File: config.mk
export PLATFORM = sky130hd
export DESIGN_NAME = imm_decode_stage
export DESIGN_NICKNAME = d
export VERILOG_FILES = /design/src/rtl/imm_decode_stage.sv
export SDC_FILE = /design/constraint.sdc
export NUM_CORES = 1
export LEC_CHECK = 0
export BUFFER_PORTS_ARGS = -buffer_cell sky130_fd_sc_hd__buf_2
export CAP_MARGIN = 15
export CORE_ASPECT_RATIO = 1.75
export CORE_MARGIN = 2
export CORE_UTILIZATION = 44
export CTS_CLUSTER_SIZE = 12
export DETAILED_ROUTE_END_ITERATION = 16
export PLACE_DENSITY_LB_ADDON = 0.12
export SYNTH_ARGS = -nofsm -noshare
export SYNTH_HDL_FRONTEND = slang
export SYNTH_SLANG_ARGS = --single-unit
export TNS_END_PERCENT = 30
File: constraint.sdc
create_clock -name clk -period 2.35 [get_ports clk]
set_input_delay 0.235 -clock clk [delete_from_list [all_inputs] [get_ports clk]]
set_output_delay 0.235 -clock clk [all_outputs]
set_load 0.02 [all_outputs]
File: src/rtl/imm_decode_stage.sv
// rv32i immediate decoder stage: opcode-driven format classification, XLEN extension, skid-buffered output.
// Optional IMM_DECODE_ZIMM_EN: SYSTEM with funct3[2]=1 yields ZIMM (fmt 7) instead of I.
module imm_decode_stage #(
    parameter int XLEN = 32,
    parameter int TAGW = 8,
    parameter int SKID = 1
) (
    input  logic            clk,
    input  logic            rst,
    input  logic            flush,
    input  logic            in_valid,
    output logic            in_ready,
    input  logic [31:0]     in_instr,
    input  logic [TAGW-1:0] in_tag,
    output logic            out_valid,
    input  logic            out_ready,
    output logic [XLEN-1:0] out_imm,
    output logic [2:0]      out_fmt,
    output logic [TAGW-1:0] out_tag,
    output logic            out_illegal
);

    typedef enum logic [2:0] {
        FMT_NONE  = 3'd0,
        FMT_I     = 3'd1,
        FMT_S     = 3'd2,
        FMT_B     = 3'd3,
        FMT_U     = 3'd4,
        FMT_J     = 3'd5,
        FMT_SHAMT = 3'd6,
        FMT_ZIMM  = 3'd7
    } immFmt_e;

    localparam logic [6:0] OP_LOAD   = 7'b0000011;
    localparam logic [6:0] OP_MISC   = 7'b0001111;
    localparam logic [6:0] OP_IMM    = 7'b0010011;
    localparam logic [6:0] OP_AUIPC  = 7'b0010111;
    localparam logic [6:0] OP_IMM32  = 7'b0011011;
    localparam logic [6:0] OP_STORE  = 7'b0100011;
    localparam logic [6:0] OP_OP     = 7'b0110011;
    localparam logic [6:0] OP_LUI    = 7'b0110111;
    localparam logic [6:0] OP_BRANCH = 7'b1100011;
    localparam logic [6:0] OP_JALR   = 7'b1100111;
    localparam logic [6:0] OP_JAL    = 7'b1101111;
    localparam logic [6:0] OP_SYSTEM = 7'b1110011;

    function automatic logic [XLEN-1:0] sext32(input logic [31:0] v);
        logic [XLEN-1:0] r;
        r       = {XLEN{v[31]}};
        r[31:0] = v;
        return r;
    endfunction

    logic [6:0]      opcode;
    logic [2:0]      funct3;
    immFmt_e         decFmt;
    logic            decIll;
    logic [XLEN-1:0] decImm;
    logic            wideShamt;

    assign opcode    = in_instr[6:0];
    assign funct3    = in_instr[14:12];
    assign wideShamt = (XLEN == 64) && (opcode == OP_IMM);

    always_comb begin
        decFmt = FMT_NONE;
        decIll = 1'b0;
        case (opcode)
            OP_LOAD, OP_JALR, OP_MISC: decFmt = FMT_I;
            // funct3 001 and 101 are the only encodings with low bits 01
            OP_IMM:                    decFmt = (funct3[1:0] == 2'b01) ? FMT_SHAMT : FMT_I;
            OP_STORE:                  decFmt = FMT_S;
            OP_BRANCH:                 decFmt = FMT_B;
            OP_LUI, OP_AUIPC:          decFmt = FMT_U;
            OP_JAL:                    decFmt = FMT_J;
            OP_OP:                     decFmt = FMT_NONE;
`ifdef IMM_DECODE_ZIMM_EN
            OP_SYSTEM:                 decFmt = funct3[2] ? FMT_ZIMM : FMT_I;
`else
            OP_SYSTEM:                 decFmt = FMT_I;
`endif
            OP_IMM32: begin
                if (XLEN == 64) decFmt = (funct3[1:0] == 2'b01) ? FMT_SHAMT : FMT_I;
                else            decIll = 1'b1;
            end
            default:                   decIll = 1'b1;
        endcase
    end

    always_comb begin
        decImm = '0;
        case (decFmt)
            FMT_I:     decImm = sext32({{20{in_instr[31]}}, in_instr[31:20]});
            FMT_S:     decImm = sext32({{20{in_instr[31]}}, in_instr[31:25], in_instr[11:7]});
            FMT_B:     decImm = sext32({{19{in_instr[31]}}, in_instr[31], in_instr[7],
                                        in_instr[30:25], in_instr[11:8], 1'b0});
            FMT_U:     decImm = sext32({in_instr[31:12], 12'b0});
            FMT_J:     decImm = sext32({{11{in_instr[31]}}, in_instr[31], in_instr[19:12],
                                        in_instr[20], in_instr[30:21], 1'b0});
            FMT_SHAMT: decImm[5:0] = {wideShamt & in_instr[25], in_instr[24:20]};
            FMT_ZIMM:  decImm[4:0] = in_instr[19:15];
            default:   decImm = '0;
        endcase
    end

    logic            mainValid, skidValid, inReadyReg;
    logic [XLEN-1:0] mainImm, skidImm;
    immFmt_e         mainFmt, skidFmt;
    logic [TAGW-1:0] mainTag, skidTag;
    logic            mainIll, skidIll;
    logic            inFire, outFire;

    assign in_ready = (SKID != 0) ? inReadyReg : (!mainValid || out_ready);
    assign inFire   = in_valid && in_ready;
    assign outFire  = mainValid && out_ready;

    always_ff @(posedge clk) begin
        if (rst) begin
            mainValid  <= 1'b0;
            skidValid  <= 1'b0;
            inReadyReg <= 1'b1;
            mainImm    <= '0;
            mainFmt    <= FMT_NONE;
            mainTag    <= '0;
            mainIll    <= 1'b0;
            skidImm    <= '0;
            skidFmt    <= FMT_NONE;
            skidTag    <= '0;
            skidIll    <= 1'b0;
        end else if (flush) begin
            mainValid  <= 1'b0;
            skidValid  <= 1'b0;
            inReadyReg <= 1'b1;
        end else if (SKID != 0) begin
            // in_ready mirrors an empty skid, so skid refill and input capture never coincide
            if (!mainValid || outFire) begin
                inReadyReg <= 1'b1;
                if (skidValid) begin
                    mainValid <= 1'b1;
                    mainImm   <= skidImm;
                    mainFmt   <= skidFmt;
                    mainTag   <= skidTag;
                    mainIll   <= skidIll;
                    skidValid <= 1'b0;
                end else begin
                    mainValid <= inFire;
                    if (inFire) begin
                        mainImm <= decImm;
                        mainFmt <= decFmt;
                        mainTag <= in_tag;
                        mainIll <= decIll;
                    end
                end
            end else if (inFire) begin
                skidValid  <= 1'b1;
                skidImm    <= decImm;
                skidFmt    <= decFmt;
                skidTag    <= in_tag;
                skidIll    <= decIll;
                inReadyReg <= 1'b0;
            end
        end else begin
            if (inFire) begin
                mainValid <= 1'b1;
                mainImm   <= decImm;
                mainFmt   <= decFmt;
                mainTag   <= in_tag;
                mainIll   <= decIll;
            end else if (outFire) begin
                mainValid <= 1'b0;
            end
        end
    end

    assign out_valid   = mainValid;
    assign out_imm     = mainImm;
    assign out_fmt     = mainFmt;
    assign out_tag     = mainTag;
    assign out_illegal = mainIll;

endmodule

==> results of run 1 <==
final timing paths:
kind	from	endpoint	slack, ns
worst max register to register	skidValid	out_imm[12]	0.35
worst min-delay path	in_valid	in_ready	0.11
worst max-delay path	skidValid	out_imm[12]	0.35
worst min register to register	out_imm[4]	out_imm[4]	0.45
critical path: cells and delay by family (launching register included):
family	cells	cell delay (ns)
simple gates	1	0.47
compound gates	2	0.15
buf+inv	2	0.89
flops	1	0.32
logic make-up (layout without fill, tap and decap cells):
group	after synthesis	after routing	share of synthesized area
flip-flops	91	91	0.460
buffers and inverters	39	126	0.0395
multiplexers	9	9	0.0227
AND/OR/NAND/NOR	156	156	0.181
AO/OA/AOI/OAI	170	170	0.297
power breakdown:
group | switching (uW) | internal, uW | total, uW
Sequential | 12.3 | 1570 | 1580
Clock | 596 | 1070 | 1670
Combinational | 183 | 96.5 | 280
Yosys cell counts, types with 2 or more instances:
master	number	area, sq um
clkbuf_1	32	120
a211oi_2	11	138
a22oi_1	19	143
nor3_1	6	30.0
o21ai_0	34	170
a21oi_1	35	175
a32oi_1	11	96.3
a211oi_1	35	263
nand2_1	56	210
buf_2	2	10.0
a211o_1	2	17.5
a31oi_1	7	43.8
dfxtp_1	91	1820
nor3_2	2	20.0
or3_1	10	62.6
mux2i_1	9	90.1
a21oi_2	2	17.5
inv_1	3	11.3
nand3_1	11	55.1
a21o_1	5	37.5
and3_1	2	12.5
nand2b_1	3	18.8
nor2b_1	4	25.0
nor2_1	52	195
metal layers:
metal,GRT usage,routed length (um),up-vias
li1,-,-,1872
met1,0.276,4570,1785
met2,0.404,5820,85
met3,0.0451,406,16
met4,0.0857,238,0
met5,0,0,-
placed cells by master, fill, tap and decap left out, types with 4 or more instances in the layout:
master / n
clkbuf_16: 9
o21ai_0: 34
a31oi_1: 7
a32oi_1: 11
nand2_1: 56
dfxtp_1: 91
buf_2: 90
a211oi_2: 11
or3_1: 10
mux2i_1: 9
nor2b_1: 4
a21o_1: 5
a211oi_1: 35
a22oi_1: 19
buf_4: 17
a21oi_1: 35
nand3_1: 11
nor3_1: 5
nor2_1: 52
flip-flops by register name, summed over array words and instances (netlist names):
signal and count:
out_imm 32, skidImm 32, out_tag 8, skidTag 8
out_fmt 3, skidFmt 3, in_ready 1, out_illegal 1
out_valid 1, skidIll 1, skidValid 1
stage by stage:
step	cell area [sq um]	total power [uW]	worst slack, ns
detailed placement	4550	1900	0.285
CTS	4900	3570	0.345
global route	4900	3650	0.197
finish	4900	3530	0.350
floorplan	3960	1770	0.545
global placement	4550	1890	0.295
final cells by class:
| type | count | share of cell area |
|---|---|---|
| repair buffers | 107 | 0.118 |
| well taps | 117 | 0.0299 |
| flip-flops and latches | 91 | 0.372 |
| inverters | 3 | 0.00230 |
| clock buffers | 11 | 0.0495 |
| multi-input cells | 335 | 0.407 |
| clock inverters | 5 | 0.0219 |
==> metrics.txt, run 1 <==
outcome complete, no violations; die width around 76 um; FMAX 500 MHz; placed insts 653; Row Count 45; share of cells above drive strength 1 0.255; IO Pins slightly above 90; Syn Area/Cell between 8 and 9 sq um; H-tree Lvls 3; Filler cells 831; Layout Utilization 0.562; Post-Layout Cell Count around 670; Max Slew Vio Count 0; Max-Slew Margin vs Limit 0.527; hold slack around 0.11 ns; drt initial violations approximately 240; Final Critical Period between 1.5 and 2 ns; Setup-failing EPs final 0; Final nets about 590; clock latency on the worst-skew pair between 0.3 and 0.4 ns; sequential cell area 1820 sq um; root buf cell clkbuf_16; DIE AREA around 9800 sq um; initial core utilization 0.454; startpoint type of the worst setup path register; initial antenna violation count 0; DIE HEIGHT about 130 um; Synthesis Warnings 0; Inserted Diodes 0; Worst Path Required 2.55 ns; max-cap viol count 0; CTS tree done; clock sink count 91; port bufs 90; RePlAce Congestion approximately 0.84; final hold violation count 0; critical path class reg2reg; Arr. time, crit path between 2 and 2.5 ns; PD cells 720 nW/um^2; Hold Crit Depth 2; Final TNS setup 0 ns; Distinct cells, synth 45; worst-path fanout max 37; Mapped Nets 510; Vias roughly 3800; Overflow after GRT 0; maximum vdd drop approximately 0.40 mV; detailed placer's ending HPWL ~7600 um; Clock Path Buffers 2; GRT Total Usage 0.233; register area share after synthesis 0.460; flops & latches, synth 91; Critical Path Max Stage Delay about 0.47 ns; Post-CTS Setup Inserts 0; Syn Std Cell Area ~4000 sq um; first-pass GRT wire length around 17000 um; Leakage Power 0.00184 uW; Worst-Margin Slew slightly above 0.7 ns; dominant synthesized flop cell dfxtp_1; hold-fix buffers at CTS 0; wire per inst 16.5 um; DRC 0; Via-to-Cell Ratio roughly 5.6; period utilisation layout 0.851; Async SR Flop Fraction 0; Post-Route WL approximately 11000 um; number of global-route vias before repair 3531; Clock Skew between 0.004 and 0.005 ns; RSZ-0062 raised after global routing false; CP max-delay cell inv_1; area grow syn2layout 23.7%; critical path, cell by cell buf_4 > inv_1 > or3_1 > o21ai_0 > a211oi_1; ANT nets after route 0; post-CTS resize count 0; Post-synth EDFFs 0; Clock transition at path regs 0.06 ns; Post-Synthesis Cells between 400 and 500; cell depth of the worst flop-to-flop path 5; TritonCTS buffer count 9; CP endpoint kind register; area of the multi-input gates approximately 2000 sq um; CORE AREA slightly below 9000 sq um; HP Class in2reg; 1st-pass router iterations 4; pin count of the biggest net entering global routing 49
(Power assumes the default switching activity.)
==> run 2, diff against run 1 <==
--- a/config.mk
+++ b/config.mk
@@ -9,11 +9,11 @@
 export CAP_MARGIN = 15
 export CORE_ASPECT_RATIO = 1.75
 export CORE_MARGIN = 2
-export CORE_UTILIZATION = 44
+export CORE_UTILIZATION = 54
 export CTS_CLUSTER_SIZE = 12
 export DETAILED_ROUTE_END_ITERATION = 16
 export PLACE_DENSITY_LB_ADDON = 0.12
 export SYNTH_ARGS = -nofsm -noshare
 export SYNTH_HDL_FRONTEND = slang
 export SYNTH_SLANG_ARGS = --single-unit
-export TNS_END_PERCENT = 30
+export TNS_END_PERCENT = 1
==> metrics.txt, run 2 (synthesis results as in run 1) <==
initial core utilization 0.552; critical path, cell by cell buf_4 > inv_1 > or3_1 > o21ai_0 > a211oi_1; Worst path top cell family by delay buffers and inverters; final hold violation count 0; max-cap viol count 0; Post-CTS Setup Inserts 0; detailed placer's ending HPWL between 7000 and 8000 um; GRT Total Usage 0.272; Worst Path Required between 2 and 3 ns; Final nets 590; Final TNS setup 0 ns; Layout Utilization 0.669; Worst R2R Setup Slack 0.37 ns; Via-to-Cell Ratio between 5 and 6; most frequent cells in the layout 91 x dfxtp_1, 90 x buf_2, 56 x nand2_1; setup ws final roughly 0.37 ns; most common cell after layout, fill and taps aside dfxtp_1; Arr. time, crit path 2.19 ns; RePlAce Congestion roughly 1.0; 1st-pass router iterations 5; Clock Skew between 0.009 and 0.01 ns; drt initial violations roughly 280; Worst-Margin Slew approximately 0.70 ns; pin count of the biggest net entering global routing 40; DIE HEIGHT around 120 um; Overflow after GRT 0; pre-CTS WS 0.253 ns; RSZ-0062 raised after global routing false; wire per inst about 16 um; Max Slew Vio Count 0; FMAX around 500 MHz; port bufs 90; clock latency on the worst-skew pair about 0.35 ns; Inserted Diodes 0; Final Critical Period about 2.0 ns; startpoint type of the worst setup path register; Setup-failing EPs final 0; initial antenna violation count 0; clock sink count 91; Finished Cell Area about 4800 sq um; outcome complete, no violations; Critical Path Max Stage Delay 0.46 ns; Row Count slightly above 40; period utilisation layout 0.844; Max-Slew Margin vs Limit 0.532; HP Class in2reg; number of global-route vias before repair approximately 3600; first-pass GRT wire length 16900 um; hold-fix buffers at CTS 0; Buf/Inv on CP 2; Post-Place Cell Area around 4500 sq um; CP endpoint kind register; Filler cells 638; critical path class reg2reg; area grow syn2layout 21.2%; post-CTS resize count 0; root buf cell clkbuf_16; DRC 0; PD cells 689 nW/um^2; Clock transition at path regs 0.06 ns; IO Pins ~90; Leakage Power 0.00181 uW; Clock Path Buffers 2; worst-path fanout max 37; maximum vdd drop between 0.5 and 0.6 mV; CTS tree done; die width about 69 um; CP max-delay cell or3_1; Tot Pwr around 3300 uW; share of cells above drive strength 1 0.253; DIE AREA a little over 8000 sq um; H-tree Lvls 3; TritonCTS buffer count 9; CORE AREA about 7200 sq um; Vias 3796; ANT nets after route 0; Post-Route WL approximately 10000 um
[run 2: cell count changes in the layout (fill, tap and decap cells not counted)]
cell        previous run  this run
buf_4                 17        15
bufinv_16              3         1
clkinv_2               0         1
clkinvlp_4             0         1
[run 2: path summary, 6_finish.rpt]
path,startpoint,endpoint,cells after the start
setup reg to reg,skidValid,out_imm[19],5
setup / recovery,skidValid,out_imm[19],5
hold reg to reg,out_illegal,out_illegal,2
hold / removal,in_valid,in_ready,2
[run 2: power breakdown]
| part | internal, uW | total, uW | switching [uW] |
|---|---|---|---|
| sequential | 1570 | 1580 | 12.0 |
| combinational | 95.2 | 276 | 180 |
| clock | 857 | 1450 | 597 |
[run 2: through the flow]
| step | cells | hold WS [ns] |
|---|---|---|
| CTS | 636 | 0.120 |
| finish | 636 | 0.122 |
| detailed placement | 620 | 0.443 |
| global route | 636 | 0.137 |
| floorplan | 465 | 0.313 |
| global placement | 620 | 0.441 |
[run 2: per-layer routing]
layer | up-vias | global-route usage | wire [um]
met4 | 0 | 0.134 | 317
met1 | 1768 | 0.328 | 4080
met2 | 139 | 0.450 | 5410
met3 | 26 | 0.0451 | 577
li1 | 1863 | - | -
met5 | - | 0 | 0
[run 2: final cells by class]
cell class | instances | area (sq um) | share of cell area
inverter | 3 | 11.3 | 0.00234
multi-input combinational | 335 | 2000 | 0.416
timing repair buffer | 105 | 563 | 0.117
sequential | 91 | 1820 | 0.379
tap | 86 | 108 | 0.0224
clock buffer | 11 | 243 | 0.0505
clock inverter | 5 | 60.1 | 0.0125
[run 2: worst reg2reg max path: stages, from the launching register on]
cell and delay (ns):
dfxtp_1 0.34, buf_4 0.44, inv_1 0.46, or3_1 0.46, o21ai_0 0.08, a211oi_1 0.07
==> run 3, diff against run 2 <==
--- a/config.mk
+++ b/config.mk
@@ -5,11 +5,12 @@
 export SDC_FILE = /design/constraint.sdc
 export NUM_CORES = 1
 export LEC_CHECK = 0
+export ABC_AREA = 1
 export BUFFER_PORTS_ARGS = -buffer_cell sky130_fd_sc_hd__buf_2
 export CAP_MARGIN = 15
 export CORE_ASPECT_RATIO = 1.75
 export CORE_MARGIN = 2
-export CORE_UTILIZATION = 54
+export CORE_UTILIZATION = 49
 export CTS_CLUSTER_SIZE = 12
 export DETAILED_ROUTE_END_ITERATION = 16
 export PLACE_DENSITY_LB_ADDON = 0.12
==> constraint.sdc (replaced) <==
create_clock -name clk -period 1.63 [get_ports clk]
set_input_delay 0.163 -clock clk [delete_from_list [all_inputs] [get_ports clk]]
set_output_delay 0.163 -clock clk [all_outputs]
set_load 0.02 [all_outputs]
==> metrics.txt, run 3 <==
root buf cell clkbuf_16; Distinct cells, synth 27; register area share after synthesis 0.435; Worst-Margin Slew 0.585 ns; share of cells above drive strength 1 0.219; Post-Layout Cell Count 828; area grow syn2layout 25.5%; pin count of the biggest net entering global routing 55; Synth area leader dfxtp_1; initial antenna violation count 0; TritonCTS buffer count 9; CORE AREA 8310 sq um; Via-to-Cell Ratio around 5.2; flops & latches, synth 91; DIE AREA between 9000 and 10000 sq um; Vias around 4300; die width around 74 um; CTS tree done; Filler cells between 700 and 800; most frequent cells in the layout 154 x nand2_1, 90 x buf_2, 90 x dfxtp_1; Post-synth EDFFs 0; largest family of logic cells by synthesized area simple AND/OR/NAND/NOR gates; Adder-Cell Fraction of Synth Area 0; H-tree Lvls 3; Max Slew Vio Count 0; RR Endpoint out_imm[13]; most common cell after layout, fill and taps aside nand2_1; Overflow after GRT 0; top-count cell post-synth nand2_1; Worst Path Required between 1.5 and 2 ns; xor-xnor portion of the synthesized cell area 0; Final nets between 700 and 800; Clock Skew approximately 0.0056 ns; Hold Crit Depth 3; Clock Path Buffers 2; number of global-route vias before repair approximately 4000; multiplexer share of the synthesized area 0; final hold violation count 0; initial core utilization 0.504; DRC 0; Area contributors post-synth dfxtp_1 43%, nand2_1 14%, a21oi_1 10%, inv_1 5.8%, o21ai_0 5.3%; Post-Synthesis Cells 617; Synth Area in Compound Gates 0.204; Post-Route WL approximately 11000 um; top-area cell type share of the netlist area 0.435; worst-path fanout max 25; maximum vdd drop 0.714 mV; dominant synthesized flop cell dfxtp_1; Clock transition at path regs 0.06 ns; FMAX 662 MHz; cell depth of the worst flop-to-flop path 9; hold slack 0.0647 ns; worst r2r src in_ready; clock latency on the worst-skew pair between 0.3 and 0.4 ns; Async SR Flop Fraction 0; Synth Area in Simple Gates 0.260; port bufs 90; ANT nets after route 0; Inserted Diodes 0; detailed placer's ending HPWL 7420 um; 1st-pass router iterations 4; Hold EP skidTag[2]; Syn Area/Cell slightly below 7 sq um; max-cap viol count 0; critical path class reg2reg; RSZ-0062 raised after global routing true; startpoint type of the worst setup path register; Arr. time, crit path ~1.8 ns; period utilisation layout 0.927; HP Class in2reg; Setup-failing EPs final 0; Synthesis Warnings 0; Syn Std Cell Area between 4000 and 5000 sq um; first-pass GRT wire length 18300 um; CP endpoint kind register; Leakage Power 0.00261 uW; IO Pins 91; wire per inst 13.3 um; Post-synth top cells 154 x nand2_1, 91 x dfxtp_1, 84 x a21oi_1; placed insts 810; clock sink count 91; DIE HEIGHT between 100 and 150 um; outcome complete, no violations; Row Count 44; Final Critical Period 1.51 ns; Worst R2R Setup Slack 0.12 ns; RePlAce Congestion about 0.86; drt initial violations approximately 300; Hold Crit Start in_tag[2]; GRT Total Usage 0.245; Mapped Nets 662; PD cells 910 nW/um^2; Max-Slew Margin vs Limit 0.610
run 3: cell type report:
class,count,area [sq um],share of cell area
multi-input cells,415,1950,0.372
flip-flops and latches,91,1820,0.347
clock inverters,6,55.1,0.0105
repair buffers,119,767,0.146
inverters,72,278,0.0528
clock buffers,10,239,0.0454
well taps,115,144,0.0274
run 3: per-layer routing:
| layer | up-vias | track usage | wire length (um) |
|---|---|---|---|
| met4 | 0 | 0.0791 | 195 |
| met2 | 117 | 0.423 | 5740 |
| li1 | 2189 | - | - |
| met1 | 1960 | 0.292 | 4540 |
| met5 | - | 0 | 0 |
| met3 | 13 | 0.0572 | 525 |
run 3: power breakdown:
group | leakage [uW] | switching [uW] | internal [uW] | total (uW)
registers | 0.000736 | 19.6 | 2270 | 2290
logic | 0.00172 | 278 | 165 | 443
clock network | 0.000152 | 837 | 1220 | 2050
run 3: worst max-delay path by stage:
| stage | slack, ns | startpoint | to |
|---|---|---|---|
| 2_1_floorplan | 0.003 | out_valid | skidFmt[0] |
| 3_3_place_gp | 0.03 | in_instr[1] | out_imm[13] |
| 3_5_place_dp | -0.02 | in_instr[1] | out_imm[13] |
| 4_1_cts | 0.02 | out_valid | skidImm[14] |
| 5_1_grt | -0.01 | in_ready | out_imm[31] |
| 6_report | 0.12 | in_ready | out_imm[13] |
run 3: kinds of logic after synthesis:
kind of cell	Yosys count
AO/OA/AOI/OAI	160
buffers and inverters	111
flip-flops	91
AND/OR/NAND/NOR	255
run 3: stage by stage:
stage	setup TNS, ns	instance area (sq um)	total power, uW	setup slack (ns)	util
final	0	5260	4790	0.118	0.633
after global routing	-0.0420	5260	4950	-0.0144	0.633
after CTS	0	5180	4810	0.0227	0.623
after detailed placement	-0.0397	4880	2770	-0.0241	0.587
after global placement	0	4880	2760	0.0258	0.587
after floorplan	0	4190	2580	0.00297	-
run 3: timing repair:
item	4_1_cts	5_1_grt
setup endpoints to repair	0	43
hold buffers	0	0
setup buffers	0	1
gates resized for setup	0	15
run 3: worst max-delay path, stage by stage, from the launching register on:
cell	delay (ns)
dfxtp_2	0.34
nand2_1	0.07
nand2_1	0.08
inv_2	0.06
nor3_4	0.23
inv_2	0.13
buf_12	0.18
a21oi_1	0.10
o21ai_0	0.11
a21oi_1	0.14
